$ cat src/rtl/regfile_wb_queue_if.sv
`default_nettype none
// ============================================================================
// Module   : regfile_wb_queue_if
// Purpose  : Producer-side push handshake of the register-file write-back
//            queue. The producer drives an entry (valid, destination, data);
//            the queue answers with ready.
// Ports    : push_valid  producer presents an entry
//            push_ready  queue accepts an entry this cycle
//            push_dest   target register of the entry
//            push_data   value to write
// Modports : master = producer, slave = queue
// Revision : 1.0  initial release
// ============================================================================
interface regfile_wb_queue_if #(
  parameter int WIDTH        = 16,
  parameter int ADDRESSWIDTH = 5
);
  logic                    push_valid;
  logic                    push_ready;
  logic [ADDRESSWIDTH-1:0] push_dest;
  logic [WIDTH-1:0]        push_data;

  modport master (output push_valid, output push_dest, output push_data,
                  input  push_ready);
  modport slave  (input  push_valid, input  push_dest, input  push_data,
                  output push_ready);
endinterface
`default_nettype wire

$ cat src/rtl/regfile_wb_queue.sv
`default_nettype none
// ============================================================================
// Module   : regfile_wb_queue
// Purpose  : In-order write-back queue in front of the register file's single
//            write port. Buffers (dest, data) pairs and drains one per cycle
//            into a registered output stage. Also reports whether a read
//            address still has a write pending.
// Ports    : clock, reset          clock; synchronous active-high reset
//            push (slave)          push_valid/push_ready/push_dest/push_data
//            drain_hold            suppress the pop on this edge
//            write_enable/dest/data_in  registered register-file write port
//            query_source          read address to check
//            query_hit             combinational pending-write flag
//            query_data            youngest pending data (forwarding build)
//            count                 queued entries, output stage excluded
// Config   : define WBQ_FORWARD_EN to add the query_data port and its
//            youngest-first select logic.
// Revision : 1.0  initial release
// ============================================================================
module regfile_wb_queue #(
  parameter int WIDTH        = 16,
  parameter int ADDRESSWIDTH = 5,
  parameter int QDEPTH       = 4,
  parameter int CW           = 3
) (
  input  wire logic                    clock,
  input  wire logic                    reset,
  regfile_wb_queue_if.slave            push,
  input  wire logic                    drain_hold,
  output logic                         write_enable,
  output logic [ADDRESSWIDTH-1:0]      dest,
  output logic [WIDTH-1:0]             data_in,
  input  wire logic [ADDRESSWIDTH-1:0] query_source,
  output logic                         query_hit,
  output logic [CW-1:0]                count
`ifdef WBQ_FORWARD_EN
  ,
  output logic [WIDTH-1:0]             query_data
`endif
);

  localparam int PW = (QDEPTH > 1) ? $clog2(QDEPTH) : 1;
  typedef logic [PW-1:0] ptr_t;

  logic [ADDRESSWIDTH-1:0] mem_dest [QDEPTH];
  logic [WIDTH-1:0]        mem_data [QDEPTH];
  ptr_t                    head;
  ptr_t                    tail;
  logic [CW-1:0]           count_next;
  logic                    push_fire;
  logic                    pop;
  logic                    hit_raw;

  // Explicit wrap so non-power-of-two depths work.
  function automatic ptr_t next_ptr(input ptr_t p);
    return (p == ptr_t'(QDEPTH - 1)) ? '0 : p + ptr_t'(1);
  endfunction

  // No pop-through credit: a full queue refuses even when it pops this edge.
  assign push.push_ready = !reset && (count < CW'(QDEPTH));
  assign push_fire       = push.push_valid && push.push_ready;
  assign pop             = (count != '0) && !drain_hold;

  always_comb begin
    count_next = count;
    case ({push_fire, pop})
      2'b10:   count_next = count + CW'(1);
      2'b01:   count_next = count - CW'(1);
      default: count_next = count;
    endcase
  end

  always_ff @(posedge clock) begin
    if (reset) begin
      head         <= '0;
      tail         <= '0;
      count        <= '0;
      write_enable <= 1'b0;
      dest         <= '0;
      data_in      <= '0;
    end else begin
      if (push_fire) begin
        mem_dest[tail] <= push.push_dest;
        mem_data[tail] <= push.push_data;
        tail           <= next_ptr(tail);
      end
      if (pop) begin
        dest    <= mem_dest[head];
        data_in <= mem_data[head];
        head    <= next_ptr(head);
      end
      // dest/data_in deliberately hold when nothing pops.
      write_enable <= pop;
      count        <= count_next;
    end
  end

  // Pending-write search. The output stage is the oldest pending write, then
  // queue entries from head (oldest) to tail (youngest); later matches
  // override earlier ones so the forwarded value is the youngest.
`ifdef WBQ_FORWARD_EN
  logic [WIDTH-1:0] fwd_raw;
`endif

  always_comb begin : search
    ptr_t idx;
    idx     = '0;
    hit_raw = write_enable && (dest == query_source);
`ifdef WBQ_FORWARD_EN
    fwd_raw = data_in;
`endif
    for (int k = 0; k < QDEPTH; k++) begin
      idx = ptr_t'((int'(head) + k) % QDEPTH);
      if ((k < int'(count)) && (mem_dest[idx] == query_source)) begin
        hit_raw = 1'b1;
`ifdef WBQ_FORWARD_EN
        fwd_raw = mem_data[idx];
`endif
      end
    end
  end

  assign query_hit = hit_raw && !reset;

`ifdef WBQ_FORWARD_EN
  assign query_data = query_hit ? fwd_raw : '0;
`endif

endmodule
`default_nettype wire

$ cat src/flat_wrapper.sv
// flat-port wrapper written by rule: the top's interface ports become plain ports
module regfile_wb_queue_flat 
#(
  parameter int WIDTH        = 16,
  parameter int ADDRESSWIDTH = 5,
  parameter int QDEPTH       = 4,
  parameter int CW           = 3
)
  (clock, reset, drain_hold, write_enable, dest, data_in, query_source, query_hit, count, push_push_valid, push_push_dest, push_push_data, push_push_ready);
  regfile_wb_queue_if #(.WIDTH(WIDTH), .ADDRESSWIDTH(ADDRESSWIDTH)) push_i ();
  input  wire logic clock;
  input  wire logic reset;
  input  wire logic drain_hold;
  output logic write_enable;
  output logic [ADDRESSWIDTH-1:0] dest;
  output logic [WIDTH-1:0] data_in;
  input  wire logic [ADDRESSWIDTH-1:0] query_source;
  output logic query_hit;
  output logic [CW-1:0] count;
  input wire logic [$bits(push_i.push_valid)-1:0] push_push_valid;
  input wire logic [$bits(push_i.push_dest)-1:0] push_push_dest;
  input wire logic [$bits(push_i.push_data)-1:0] push_push_data;
  output wire logic [$bits(push_i.push_ready)-1:0] push_push_ready;
  assign push_i.push_valid = push_push_valid;
  assign push_i.push_dest = push_push_dest;
  assign push_i.push_data = push_push_data;
  assign push_push_ready = push_i.push_ready;
  regfile_wb_queue #(.WIDTH(WIDTH), .ADDRESSWIDTH(ADDRESSWIDTH), .QDEPTH(QDEPTH), .CW(CW)) u_core (.clock(clock), .reset(reset), .push(push_i), .drain_hold(drain_hold), .write_enable(write_enable), .dest(dest), .data_in(data_in), .query_source(query_source), .query_hit(query_hit), .count(count));
endmodule
$ cat config.mk
export PLATFORM = sky130hd
export DESIGN_NAME = regfile_wb_queue_flat
export DESIGN_NICKNAME = d
export VERILOG_FILES = /design/src/rtl/regfile_wb_queue_if.sv /design/src/rtl/regfile_wb_queue.sv /design/src/flat_wrapper.sv
export SDC_FILE = /design/constraint.sdc
export NUM_CORES = 1
export LEC_CHECK = 0
export ABC_CLOCK_PERIOD_IN_PS = 2200
export CAP_MARGIN = 15
export CELL_PAD_IN_SITES_DETAIL_PLACEMENT = 0
export CELL_PAD_IN_SITES_GLOBAL_PLACEMENT = 1
export CORE_MARGIN = 1.5
export CORE_UTILIZATION = 40
export CTS_CLUSTER_SIZE = 28
export DETAILED_ROUTE_END_ITERATION = 8
export GPL_ROUTABILITY_DRIVEN = 0
export PLACE_DENSITY = 0.82
export SYNTH_ARGS = -nofsm -noshare
export SYNTH_HDL_FRONTEND = slang
export SYNTH_SLANG_ARGS = --single-unit
$ cat constraint.sdc
create_clock -name clock -period 2.2 [get_ports clock]
set_input_delay 0.44 -clock clock [delete_from_list [all_inputs] [get_ports clock]]
set_output_delay 0.44 -clock clock [all_outputs]
set_load 0.01 [all_outputs]
# Word-level counts from Yosys, hierarchy flattened

Memory sizes are Yosys's and may differ from the RTL's. A register that Yosys moved wholly into a read port is not among the register bits.
Index checks and enable logic that the tools add are counted.
Widths: inputs -> output; s select.

Register bits after elaboration: 13
Bits in writable memories: 84
Logic and storage cells: 53
Memories: 2

Add/subtract/negate cells: 7
Order comparisons: 5
Equality and inequality tests: 9
Mux-type cells: 12
Reductions and logical operators: 13

Memories:

| name            | depth | width | read ports | clocked after memory_dff | wr ports | RTL line               | source |
|---|---|---|---|---|---|---|---|
| u_core.mem_data | 4     | 16    | 1          | 1                        | 1        | regfile_wb_queue.sv:46 | `logic [WIDTH-1:0] mem_data [QDEPTH];` |
| u_core.mem_dest | 4     | 5     | 4          | 1                        | 1        | regfile_wb_queue.sv:45 | `logic [ADDRESSWIDTH-1:0] mem_dest [QDEPTH];` |

Operator list:

| operator            | number |
|---|---|
| $eq 5x5->1          | 5 |
| $logic_and 1x1->1   | 9 |
| $mux 2              | 4 |
| $mux 1              | 7 |
| $add 2x1->2 const B | 3 |
| $eq 2x2->1 const B  | 3 |
| $lt 1x3->1 const A  | 2 |
| $lt 2x3->1 const A  | 2 |
| $pmux 3 s2          | 1 |
| $add 2x2->2 const B | 2 |
| $add 3x1->3 const B | 1 |
| $lt 3x3->1 const B  | 1 |
| $reduce_bool 3->1   | 1 |
| $sub 3x1->3 const B | 1 |
| $eq 2x1->1 const B  | 1 |
| $logic_not 1->1     | 2 |
| $reduce_bool 2->1   | 1 |

# Longest topological paths before layout

Gate-level depths: netlist (run 1).
An unclocked memory read counts as a cell.

Word-level depth: 8
Mapped depth: 10
Gate-level depth less buffers: 8

# Worst setup path after synthesis (run 1)

No wires, ideal clock.

Path type: reg2out
From: register u_core.head[1]
To: output query_hit
Arrival time: 2,066 ps
Path slack: -306 ps
Cell stages (with the launch flop): 8
Path buffers: 1
Path through: dfxtp_1 ha_1 buf_6 mux4_2 xor2_1 nor4_1 a31oi_1 a41oi_1

Cells in the longest elaborated chain, start to end: 8

Ends and longest elaborated chain:

| what                   | RTL line                | source |
|---|---|---|
| from (decl)            | regfile_wb_queue.sv:47  | `ptr_t head;` |
| from (signal assigned) | regfile_wb_queue.sv:90  | `head <= next_ptr(head);` |
| $add 2x1->2            | regfile_wb_queue.sv:113 | `idx = ptr_t'((int'(head) + k) % QDEPTH);` |
| $mem_v2 4x5 (*)        | n/a                     |  |
| $eq 5x5->1             | regfile_wb_queue.sv:114 | `if ((k < int'(count)) && (mem_dest[idx] == query_source)) begin` |
| $logic_and 1x1->1      | regfile_wb_queue.sv:114 |  |
| $mux 1 (2 in series)   | regfile_wb_queue.sv:114 |  |
| $mux 1 (*)             | regfile_wb_queue.sv:114 |  |
| $logic_and 1x1->1 (*)  | regfile_wb_queue.sv:123 | `assign query_hit = hit_raw && !reset;` |
| to (decl)              | flat_wrapper.sv:18      | `output logic query_hit;` |

Mark *: on every way between the ends. The rest lies on a longest branch, timed or not.

# Worst setup path in the final report (run 1)

From: register u_core.head[0]
To: output query_hit

The elaborated chain is that of the path after synthesis.

==> impl_results.md, run 1 <==
- Final setup violation count: 1
- Fin. Hold Viols: 0
- Crit path kind: flip-flop to output pin
- Failing checks: setup timing
- Pre-CTS WS: -0.8271 ns
- Ys async rst share: 0%
- Die height: 114.7 µm
- Crit path max fanout: 12
- Crit start category: flip-flop
- Ant. Diodes: 0
- Final Critical Period: 2.929 ns
- FF+latch count, synth: 115
- Post-DRT Antenna Nets: 0
- Number of antenna violations at the first check in global routing: 0
- Max Freq: 341.4 MHz
- Mux contribution to synthesized area: 16.87%
- Port Buffers: 56
- Status: finished with violations
- Post-synthesis cell count: 324
- LEAKAGE: 2.264 nW
- Core ar.: 12110 µm²
- Boundary Pins: 57
- Slew Limit Fails: 0
- CTS HTree Levels: 4
- Worst hold slack: 0.4543 ns
- 1st-iter DRT viols: 200
- Final Skew: 0.01931 ns
- Vias: 3033
- Total Die Area: 13160 µm²
- Main combinational cell family by area after synthesis: multiplexers
- Layout cells sized above 1: 24.94%
- YS warnings: 0
- Grt total ovfl: 0
- Primary FF master, synth: edfxtp_1
- Worst-Margin Slew: 0.3368 ns
- Clock net sink count: 115
- CP Data Required Time: 1.76 ns
- Number of global-route vias before repair: 3218
- Compound-Gate Fraction of Synth Area: 3.885%
- Post-Syn Nets: 364
- Post-Synth Simple-Gate Area: 5.890%
- Synth Area in Adders: 2.506%
- Num CTS Buffers: 17
- Hold_buf cts: 0
- Final core occ: 54.28%
- Synthesized area per cell: 15.41 µm²
- Area Overhead vs Synth: 31.68%
- Final nets: 456
- Total iterations of the first detailed-routing run: 4
- Clock Tree Buf Depth: 2
- CP Capture Type: output pin
- # rows: 40
- PwrDens: 1127 nW/µm²
- Relative slew slack: 77.55%
- Post-synthesis instance area: 4992 µm²
- CTS tree: done
- Initial core utilization: 41.22%
- Tcrit/Tclk final: 133.1%
- Drc violations: 0
- Worst path arrival time: 2.49 ns
- Routed WL: 10800 µm
- Final WS setup: -0.7292 ns
- # fillers: 1022
- Post-Synth XOR/XNOR Area: 5.088%
- WL per Instance: 18.10 µm
- Total power: 7.408 mW
- Worst skew pair latency: 0.40 ns
- Max-Cap Viols: 0
- Detail Placement HPWL: 7096 µm
- Peak supply drop: 0.6784 mV
- All-Layer GR Usage: 17.53%
- Yosys cell types: 32
- Clock slew at reported path FFs: 0.06 ns
- Seq/Total Area, Yosys: 62.96%
- Worst min path class: flip-flop to flip-flop
- First-pass GRT wire length: 17080 µm
- Pin count of the biggest net entering global routing: 26
- Post-synth EDFFs: 84
- CTS root buf: clkbuf_16
- RSZ-0062 raised after global routing: true
- Via-to-Cell Ratio: 5.080
- Die width: 114.7 µm
[placed cells by master (no fill, tap or decap), types with 2 or more instances in the layout]
cell type        Yosys  layout
a21oi_1             25      25
and3_1               6       6
buf_12               0       3
buf_4                2      34
clkbuf_16            0      17
clkdlybuf4s50_1      0      55
clkinv_1             0       2
clkinv_2             0       2
clkinv_4             0       2
clkinvlp_4           0       4
dfxtp_1             31      29
dfxtp_2              0       2
edfxtp_1            84      84
ha_1                10       9
inv_1                5       5
inv_2                2       2
inv_6                0       3
mux2i_1              5       5
mux4_1               7       6
mux4_2              27      28
nand2_1             45      45
nor2_1               6       5
nor3_1               2       2
nor4_1               4       2
nor4_2               0       2
o21ai_0              3       2
o31ai_1              2       2
or3_1                2       2
xnor2_1              9       8
xor2_1              20      20
[sequential cells by signal, indices dropped and copies added, names as in the netlist, named ones only]
signal,count
u_core.mem_dest,20
u_core.tail,2
u_core.count,3
u_core.data_in,16
u_core.dest,5
u_core.head,2
u_core.write_enable,1
u_core.mem_data,64
[worst max-delay path, stage by stage, from the launching register on]
cell and delay [ns]:
dfxtp_2 0.38, buf_8 0.17, mux4_1 0.57, xor2_1 0.17, nor4_2 0.33, nand3_1 0.13
a41oi_2 0.18, buf_2 0.16
[worst paths after layout]
kind | slack [ns] | to | start | depth (start not counted)
worst min-delay path | 0.45 | u_core.data_in[9]$_SDFFE_PP0P_ | u_core.data_in[9]$_SDFFE_PP0P_ | 2
worst max-delay path | -0.73 | query_hit | u_core.head[0]$_SDFFE_PP0P_ | 7
worst min register to register | 0.45 | u_core.data_in[9]$_SDFFE_PP0P_ | u_core.data_in[9]$_SDFFE_PP0P_ | 2
worst max register to register | 0.36 | u_core.count[2]$_SDFFE_PP0P_ | u_core.count[1]$_SDFFE_PP0P_ | 8
[routing by layer]
| layer | vias to the layer above | global-route usage, % | part of all wire, % |
|---|---|---|---|
| li1 | 1420 | - | - |
| met4 | 0 | 5.021 | 0.93 |
| met3 | 10 | 4.235 | 3.5 |
| met5 | - | 0 | 0 |
| met1 | 1529 | 22.65 | 46 |
| met2 | 74 | 29.74 | 50 |
[metrics by stage]
step	setup TNS, ns	instances	area (µm²)
global route	-0.8354	597	6574
global placement	-0.7839	564	5987
finish	-0.7292	597	6574
CTS	-0.7697	597	6544
floorplan	-0.1624	324	5015
detailed placement	-0.8281	564	5987
[cell type report]
cell class              count  area (µm²)  share of cell area (%)
well taps                 168       210.2                   3.198
multi-input cells         181        1748                   26.59
clock buffers              17       425.4                   6.471
inverters                   7       26.28                  0.3997
flip-flops and latches    115        3146                   47.85
repair buffers             94       885.9                   13.48
clock inverters            15       132.6                   2.018
[logic make-up (layout without fill, tap and decap cells)]
group / count (synthesis) / after routing
AOI/OAI and AO/OA: 35 / 35
buffers and inverters: 28 / 133
and+or+nand+nor: 68 / 68
adders and majority gates: 10 / 10
xor gates and xnor gates: 29 / 29
DFF: 115 / 115
muxes: 39 / 39
[what timing repair did]
action,CTS,global route
pin swaps,3,2
endpoints found under the hold margin,0,0
resized for setup,5,7
gates cloned,0,0
endpoints found under the setup margin,1,2
buffers inserted,1,0
[report_power, final]
group / switching (mW) / leakage, nW / internal (mW) / total, mW
clock: 1.04 / 0.263 / 1.56 / 2.60
combinational: 1.01 / 0.984 / 1.10 / 2.10
sequential: 0.141 / 1.02 / 2.57 / 2.71
total: 2.18 / 2.26 / 5.22 / 7.41
[cell usage after synthesis (3+ instances only)]
master / n / area, µm²
mux2i_1: 5 / 50.05
and3_1: 6 / 37.54
clkbuf_1: 11 / 41.29
buf_6: 3 / 33.78
nand2_1: 45 / 168.9
o21ai_0: 3 / 15.01
nor2_1: 6 / 22.52
xor2_1: 20 / 175.2
buf_2: 4 / 20.02
mux4_1: 7 / 183.9
dfxtp_1: 31 / 620.6
a21oi_1: 25 / 125.1
nor4_1: 4 / 25.02
xnor2_1: 9 / 78.83
edfxtp_1: 84 / 2522
inv_1: 5 / 18.77
mux4_2: 27 / 608.1
ha_1: 10 / 125.1
Note: power is estimated with default switching activity, not from simulation.
==> run 2, diff against run 1 <==
==> constraint.sdc (replaced) <==
create_clock -name clock -period 2.2 [get_ports clock]
set_input_delay 0.22 -clock clock [delete_from_list [all_inputs] [get_ports clock]]
set_output_delay 0.22 -clock clock [all_outputs]
set_load 0.01 [all_outputs]
==> run 2 against run 1 <==
Against the previous run: the flow still finishes with violations (setup timing); final area down 0.91%; setup slack better by 0.19 ns; critical endpoint unchanged; die area is the same; critical path type unchanged; register-to-register slack got worse by 0.05 ns; hold slack worse by 0.015 ns.
==> impl_results.md, run 2 (synthesis results as in run 1) <==
- Status: finished with violations
- Failing checks: setup timing
- GR Util met1: 22.24% (-0.41 points)
- Area Overhead vs Synth: 30.48%
- Clock slew at reported path FFs: 0.06 ns (about the same)
- Min-delay src: push_push_dest[1]
- Biggest registers after layout: u_core.mem_data: 64 flops, u_core.mem_dest: 20 flops, u_core.data_in: 16 flops
- Crit path max fanout: 5 (-7)
- LEAKAGE: 2.216 nW (-2.1%)
- Max Freq: 364.7 MHz (+6.8%)
- Busiest metal layer after global routing: met2
- Number of antenna violations at the first check in global routing: 0 (unchanged)
- Final core occ: 53.78% (-0.50 points)
- GR Util met2: 29.38% (-0.36 points)
- Delay-heaviest family, CP: multiplexers
- First-pass GRT wire length: 17040 µm (-0.20%)
- Crit path kind: flip-flop to output pin
- Die width: 114.7 µm (unchanged)
- Slowest CP cell: mux4_2
- Comb power frac: 26.9% (-1.5 points)
- Routed WL: 10580 µm (-2.1%)
- Post-Place Cells: 552 (-2.1%)
- Setup Fix Bufs, Post-CTS: 0 (-1)
- Peak supply drop: 0.8830 mV (+30%)
- Worst-Margin Slew: 0.3832 ns (+0.04643 ns)
- P_sw: 2.126 mW (-2.7%)
- CP Buf/Inv Count: 2 (unchanged)
- CP peak stage delay: 0.50 ns (-0.07 ns)
- Crit start category: flip-flop
- Largest register by flop count: u_core.mem_data
- Reg2reg start: u_core.count[0]$_SDFFE_PP0P_
- Met3 Track Usage GR: 6.088% (+1.9 points)
- CP Data Required Time: 1.98 ns (+0.22 ns)
- 1st-iter DRT viols: 158 (-21%)
- Num CTS Buffers: 17 (unchanged)
- Critical R2R Capture: u_core.count[2]$_SDFFE_PP0P_
- Worst path arrival time: 2.52 ns (+0.03 ns)
- Area after DPL: 5908 µm² (-1.3%)
- Reg area: 3146 µm² (unchanged)
- All-Layer GR Usage: 17.80% (+0.27 points)
- CTS root buf: clkbuf_16
- Hold endpoint: u_core.mem_dest[2][1]$_DFFE_PP_
- Final Skew: 0.003971 ns (-0.01534 ns)
- Worst Reg2Reg Path Length in Cells: 7 (-1)
- Worst min path class: primary input to flip-flop
- Detail Placement HPWL: 6527 µm (-8.0%)
- Core ar.: 12110 µm² (unchanged)
- Post-DRT Antenna Nets: 0 (unchanged)
- Pre-CTS WS: -0.6695 ns (+0.1576 ns)
- CTS HTree Levels: 4 (unchanged)
- Relative slew slack: 74.45% (-3.1 points)
- CP Capture Type: output pin
- Final Critical Period: 2.742 ns (-0.1871 ns)
- CTS tree: done
- Total power: 7.409 mW (about the same)
- Ant. Diodes: 0 (unchanged)
- Initial core utilization: 41.22% (unchanged)
- Area occupied by multi-input gates: 1732 µm² (-0.93%)
- Sw Share: 28.70% (-0.80 points)
- Pin count of the biggest net entering global routing: 30 (+15%)
- WL per Instance: 18.11 µm (about the same)
- PwrDens: 1137 nW/µm² (+0.93%)
- WHS Path Cells: 1 (-1)
- Port Buffers: 56 (unchanged)
- # fillers: 1057 (+3.4%)
- Fin. Hold Viols: 0 (unchanged)
- Number of global-route vias before repair: 3181 (-1.1%)
- Total Die Area: 13160 µm² (unchanged)
- Most frequent cells in the layout: edfxtp_1, clkdlybuf4s50_1, nand2_1, dfxtp_1, mux4_2
- Setup TNS Final: -0.5421 ns (+0.1871 ns)
- Clock net sink count: 115 (unchanged)
- RSZ-0062 raised after global routing: true
- Final WS setup: -0.5421 ns (+0.1871 ns)
- Boundary Pins: 57 (unchanged)
- Final setup violation count: 1 (unchanged)
- Via-to-Cell Ratio: 5.096 (+0.30%)
- Vias: 2976 (-1.9%)
- Die height: 114.7 µm (unchanged)
- Final Cell Area: 6514 µm² (-0.91%)
- Clock Tree Buf Depth: 2 (unchanged)
- Worst skew pair latency: 0.41 ns (about the same)
- Total iterations of the first detailed-routing run: 4 (unchanged)
- Layout cells sized above 1: 22.12% (-2.8 points)
- Hold_buf cts: 0 (unchanged)
- Max-Cap Viols: 0 (unchanged)
- Clock share of power: 36.4% (+1.3 points)
- Drc violations: 0 (unchanged)
- Slew Limit Fails: 0 (unchanged)
- Commonest non-fill, non-tap cell in the layout: edfxtp_1
- Final nets: 443 (-2.9%)
- Sequential share of power: 36.7% (+0.2 points)
- Number of flip-flops under the largest register name: 64 (unchanged)
- Worst-path cell chain: ha_4, buf_6, mux4_2, xor2_1, nor4_2, a31oi_1, a41oi_2, buf_2
- Grt total ovfl: 0 (unchanged)
- Tcrit/Tclk final: 124.6% (-8.5 points)
- Worst R2R Setup Slack: 0.31 ns (-0.05 ns)
- # rows: 40 (unchanged)
- Worst hold slack: 0.4391 ns (-0.01515 ns)
- Final Non-Filler Cells: 584 (-2.2%)
- Int Pwr: 5.283 mW (+1.1%)
run 2: layout make-up:
cell class	count	area share (%)
sequential	115	48.29
multi-input combinational	181	26.58
timing repair buffer	81	12.49
clock buffer	18	6.589
tap	168	3.227
clock inverter	14	2.420
inverter	7	0.4034
run 2: power groups by stage:
stage	Combinational, mW	Clock [mW]	Sequential, mW
floorplan	1.25	0	2.78
global placement	1.95	0	2.74
detailed placement	1.98	0	2.75
CTS	2.02	2.73	2.72
global route	2.18	2.85	2.75
finish	1.99	2.69	2.72
run 2: layer usage:
layer | routed length, µm | vias up
met5 | 0 | -
met4 | 121 | 0
met3 | 491 | 10
met2 | 5294 | 73
met1 | 4668 | 1503
li1 | - | 1390
run 2: worst max-delay path by stage:
stage	from	slack [ns]	to	cells after the start
final	u_core.head[0]$_SDFFE_PP0P_	-0.54	query_hit	8
after detailed placement	u_core.head[0]$_SDFFE_PP0P_	-0.67	query_hit	8
after global placement	u_core.head[0]$_SDFFE_PP0P_	-0.61	query_hit	8
after floorplan	u_core.head[1]$_SDFFE_PP0P_	-0.03	query_hit	7
after global routing	u_core.head[0]$_SDFFE_PP0P_	-0.68	query_hit	8
after CTS	u_core.head[1]$_SDFFE_PP0P_	-0.62	query_hit	8
run 2: repair_timing:
item / in CTS / in global routing
pin swaps: 4 / 2
endpoints found under the setup margin: 1 / 1
gates resized for setup: 8 / 2
==> run 3, diff against run 2 <==
--- a/config.mk
+++ b/config.mk
@@ -15,6 +15,7 @@
 export DETAILED_ROUTE_END_ITERATION = 8
 export GPL_ROUTABILITY_DRIVEN = 0
 export PLACE_DENSITY = 0.82
+export SKIP_LAST_GASP = 1
 export SYNTH_ARGS = -nofsm -noshare
 export SYNTH_HDL_FRONTEND = slang
 export SYNTH_SLANG_ARGS = --single-unit
==> constraint.sdc (replaced) <==
create_clock -name clock -period 2.2 [get_ports clock]
set_input_delay 0.22 -clock clock [delete_from_list [all_inputs] [get_ports clock]]
set_output_delay 0.22 -clock clock [all_outputs]
set_load 0.1 [all_outputs]
==> run 3 against run 2 <==
Against the previous run: total power increased by 13%; clock skew rose by 0.0054 ns; highest routed layer unchanged; clock power is 4% higher; critical path type unchanged; the run still ends with setup timing left; largest cell class unchanged; setup slack got worse by 0.14 ns; global-route usage down 0.45 points; via count grew 1.4%; critical endpoint unchanged; die area is the same; sequential power is essentially flat.
==> impl_results.md, run 3 (synthesis results as in run 1) <==
- Status: finished with violations
- Failing checks: setup timing
- CP peak stage delay: 0.55 ns (+0.05 ns)
- Commonest non-fill, non-tap cell in the layout: edfxtp_1
- Die width: 114.7 µm (unchanged)
- Die height: 114.7 µm (unchanged)
- Max-Cap Viols: 0 (unchanged)
- Initial core utilization: 41.22% (unchanged)
- Fin. Hold Viols: 0 (unchanged)
- Tcrit/Tclk final: 130.9% (+6.3 points)
- Pre-CTS WS: -0.3274 ns (+0.3421 ns)
- Slew Limit Fails: 0 (unchanged)
- Number of antenna violations at the first check in global routing: 0 (unchanged)
- Final Skew: 0.009327 ns (+0.005356 ns)
- Total Die Area: 13160 µm² (unchanged)
- 1st-iter DRT viols: 226 (+43%)
- Clock Tree Buf Depth: 2 (unchanged)
- Layout cells sized above 1: 30.05% (+7.9 points)
- Ant. Diodes: 0 (unchanged)
- Worst-path cell chain: ha_4, buf_4, mux4_1, xor2_1, nor4_2, a31oi_1, a41oi_4, buf_12
- Final WS setup: -0.6796 ns (-0.1375 ns)
- Grt total ovfl: 0 (unchanged)
- Peak supply drop: 0.7817 mV (-11%)
- Via-to-Cell Ratio: 5.166 (+1.4%)
- Largest register by flop count: u_core.mem_data
- Routed WL: 10490 µm (-0.78%)
- Hold_buf cts: 0 (unchanged)
- Most frequent cells in the layout: edfxtp_1, nand2_1, buf_4, mux4_2, clkdlybuf4s50_1
- Crit start category: flip-flop
- Worst skew pair latency: 0.41 ns (about the same)
- CTS root buf: clkbuf_16
- WL per Instance: 17.97 µm (-0.78%)
- First-pass GRT wire length: 16580 µm (-2.7%)
- Port Buffers: 56 (unchanged)
- RSZ-0062 raised after global routing: true
- Final Non-Filler Cells: 584 (unchanged)
- CTS tree: done
- Max Freq: 347.3 MHz (-4.8%)
- Total iterations of the first detailed-routing run: 4 (unchanged)
- Final nets: 443 (unchanged)
- Num CTS Buffers: 17 (unchanged)
- Number of global-route vias before repair: 3108 (-2.3%)
- Delay-heaviest family, CP: multiplexers
- Slowest CP cell: mux4_1
- Biggest registers after layout: u_core.mem_data: 64 flops, u_core.mem_dest: 20 flops, u_core.data_in: 16 flops
- Detail Placement HPWL: 6470 µm (-0.87%)
- Final Critical Period: 2.880 ns (+0.1375 ns)
- Clock slew at reported path FFs: 0.05 ns (about the same)
- Area Overhead vs Synth: 30.53% (about the same)
- Core ar.: 12110 µm² (unchanged)
- Area after DPL: 5882 µm² (-0.44%)
- Final Cell Area: 6516 µm² (about the same)
- # fillers: 1029 (-2.6%)
- Worst path arrival time: 2.66 ns (+0.14 ns)
- Post-Place Cells: 550 (-0.36%)
- LEAKAGE: 2.270 nW (+2.4%)
- Crit path max fanout: 8 (+3)
- Final setup violation count: 1 (unchanged)
- CP Data Required Time: 1.98 ns (about the same)
- Boundary Pins: 57 (unchanged)
- Worst min path class: primary input to flip-flop
- PwrDens: 1287 nW/µm² (+13%)
- All-Layer GR Usage: 17.36% (-0.45 points)
- Clock net sink count: 115 (unchanged)
- Drc violations: 0 (unchanged)
- Worst hold slack: 0.4450 ns (+0.005875 ns)
- CP Capture Type: output pin
- Number of flip-flops under the largest register name: 64 (unchanged)
- Worst-Margin Slew: 0.4090 ns (+0.02572 ns)
- Crit path kind: flip-flop to output pin
- # rows: 40 (unchanged)
- Relative slew slack: 72.74% (-1.7 points)
- Post-DRT Antenna Nets: 0 (unchanged)
- Vias: 3017 (+1.4%)
- Pin count of the biggest net entering global routing: 31 (+3.3%)
- CP Buf/Inv Count: 2 (unchanged)
- CTS HTree Levels: 4 (unchanged)
run 3: changes by cell type in the layout (fill, tap and decap cells not counted), sizes merged:
| cell | delta |
|---|---|
| buf | +26 |
| clkdlybuf4s50 | -26 |
| clkinv | -5 |
| clkinvlp | +3 |
| bufinv | +1 |
| inv | +1 |
run 3: worst paths after layout:
kind | from | endpoint | slack [ns] | depth (start not counted)
setup / recovery | u_core.head[0]$_SDFFE_PP0P_ | query_hit | -0.68 | 8
hold / removal | push_push_data[12] | u_core.mem_data[0][12]$_DFFE_PP_ | 0.44 | 1
setup reg to reg | u_core.count[0]$_SDFFE_PP0P_ | u_core.count[2]$_SDFFE_PP0P_ | 0.48 | 7
hold reg to reg | u_core.data_in[8]$_SDFFE_PP0P_ | u_core.data_in[8]$_SDFFE_PP0P_ | 0.46 | 2
run 3: area by class of cell:
cell class | count | area (µm²) | area share, %
Multi-Input combinational cell | 181 | 1747 | 26.80
Tap cell | 168 | 210.2 | 3.226
Inverter | 7 | 26.28 | 0.4032
Clock inverter | 14 | 178.9 | 2.746
Timing Repair Buffer | 81 | 768.2 | 11.79
Clock buffer | 18 | 429.2 | 6.586
Sequential cell | 115 | 3157 | 48.44
run 3: report_power, final:
group	internal, mW	total (mW)	switching [mW]	leakage [nW]
Combinational	1.04	2.83	1.80	0.970
Sequential	2.58	2.75	0.165	1.02
Clock	1.79	2.81	1.01	0.281
Total	5.41	8.38	2.97	2.27
run 3: worst reg2reg max path, delay by kind of cell, from the launching register on:
kind,cells,cell delay (ns)
compound gates,2,0.33
fa+ha+maj,2,0.45
buf+inv,2,0.11
flops,1,0.39
simple gates,1,0.36
run 3: per-layer routing:
| layer | track usage [%] | vias to the layer above | part of all wire (%) |
|---|---|---|---|
| li1 | - | 1394 | - |
| met4 | 6.337 | 0 | 1.4 |
| met5 | 0 | - | 0 |
| met1 | 21.05 | 1506 | 42 |
| met3 | 5.717 | 16 | 6.0 |
| met2 | 29.18 | 101 | 51 |
run 3: stage by stage:
stage          power (mW)  util (%)  TNS, ns
2_1_floorplan       4.916         -  -0.4004
3_3_place_gp        5.537     48.56  -0.2544
3_5_place_dp        5.586     48.56  -0.3274
4_1_cts             8.415     53.62  -0.7382
5_1_grt             8.738     53.80  -0.7605
6_report            8.384     53.80  -0.6796
run 3: timing repair:
action / 4_1_cts / 5_1_grt
resized for setup: 1 / 6
endpoints found under the setup margin: 1 / 1
pin swaps: 4 / 4
endpoints found under the hold margin: 0 / 0
buffers inserted: 1 / 1
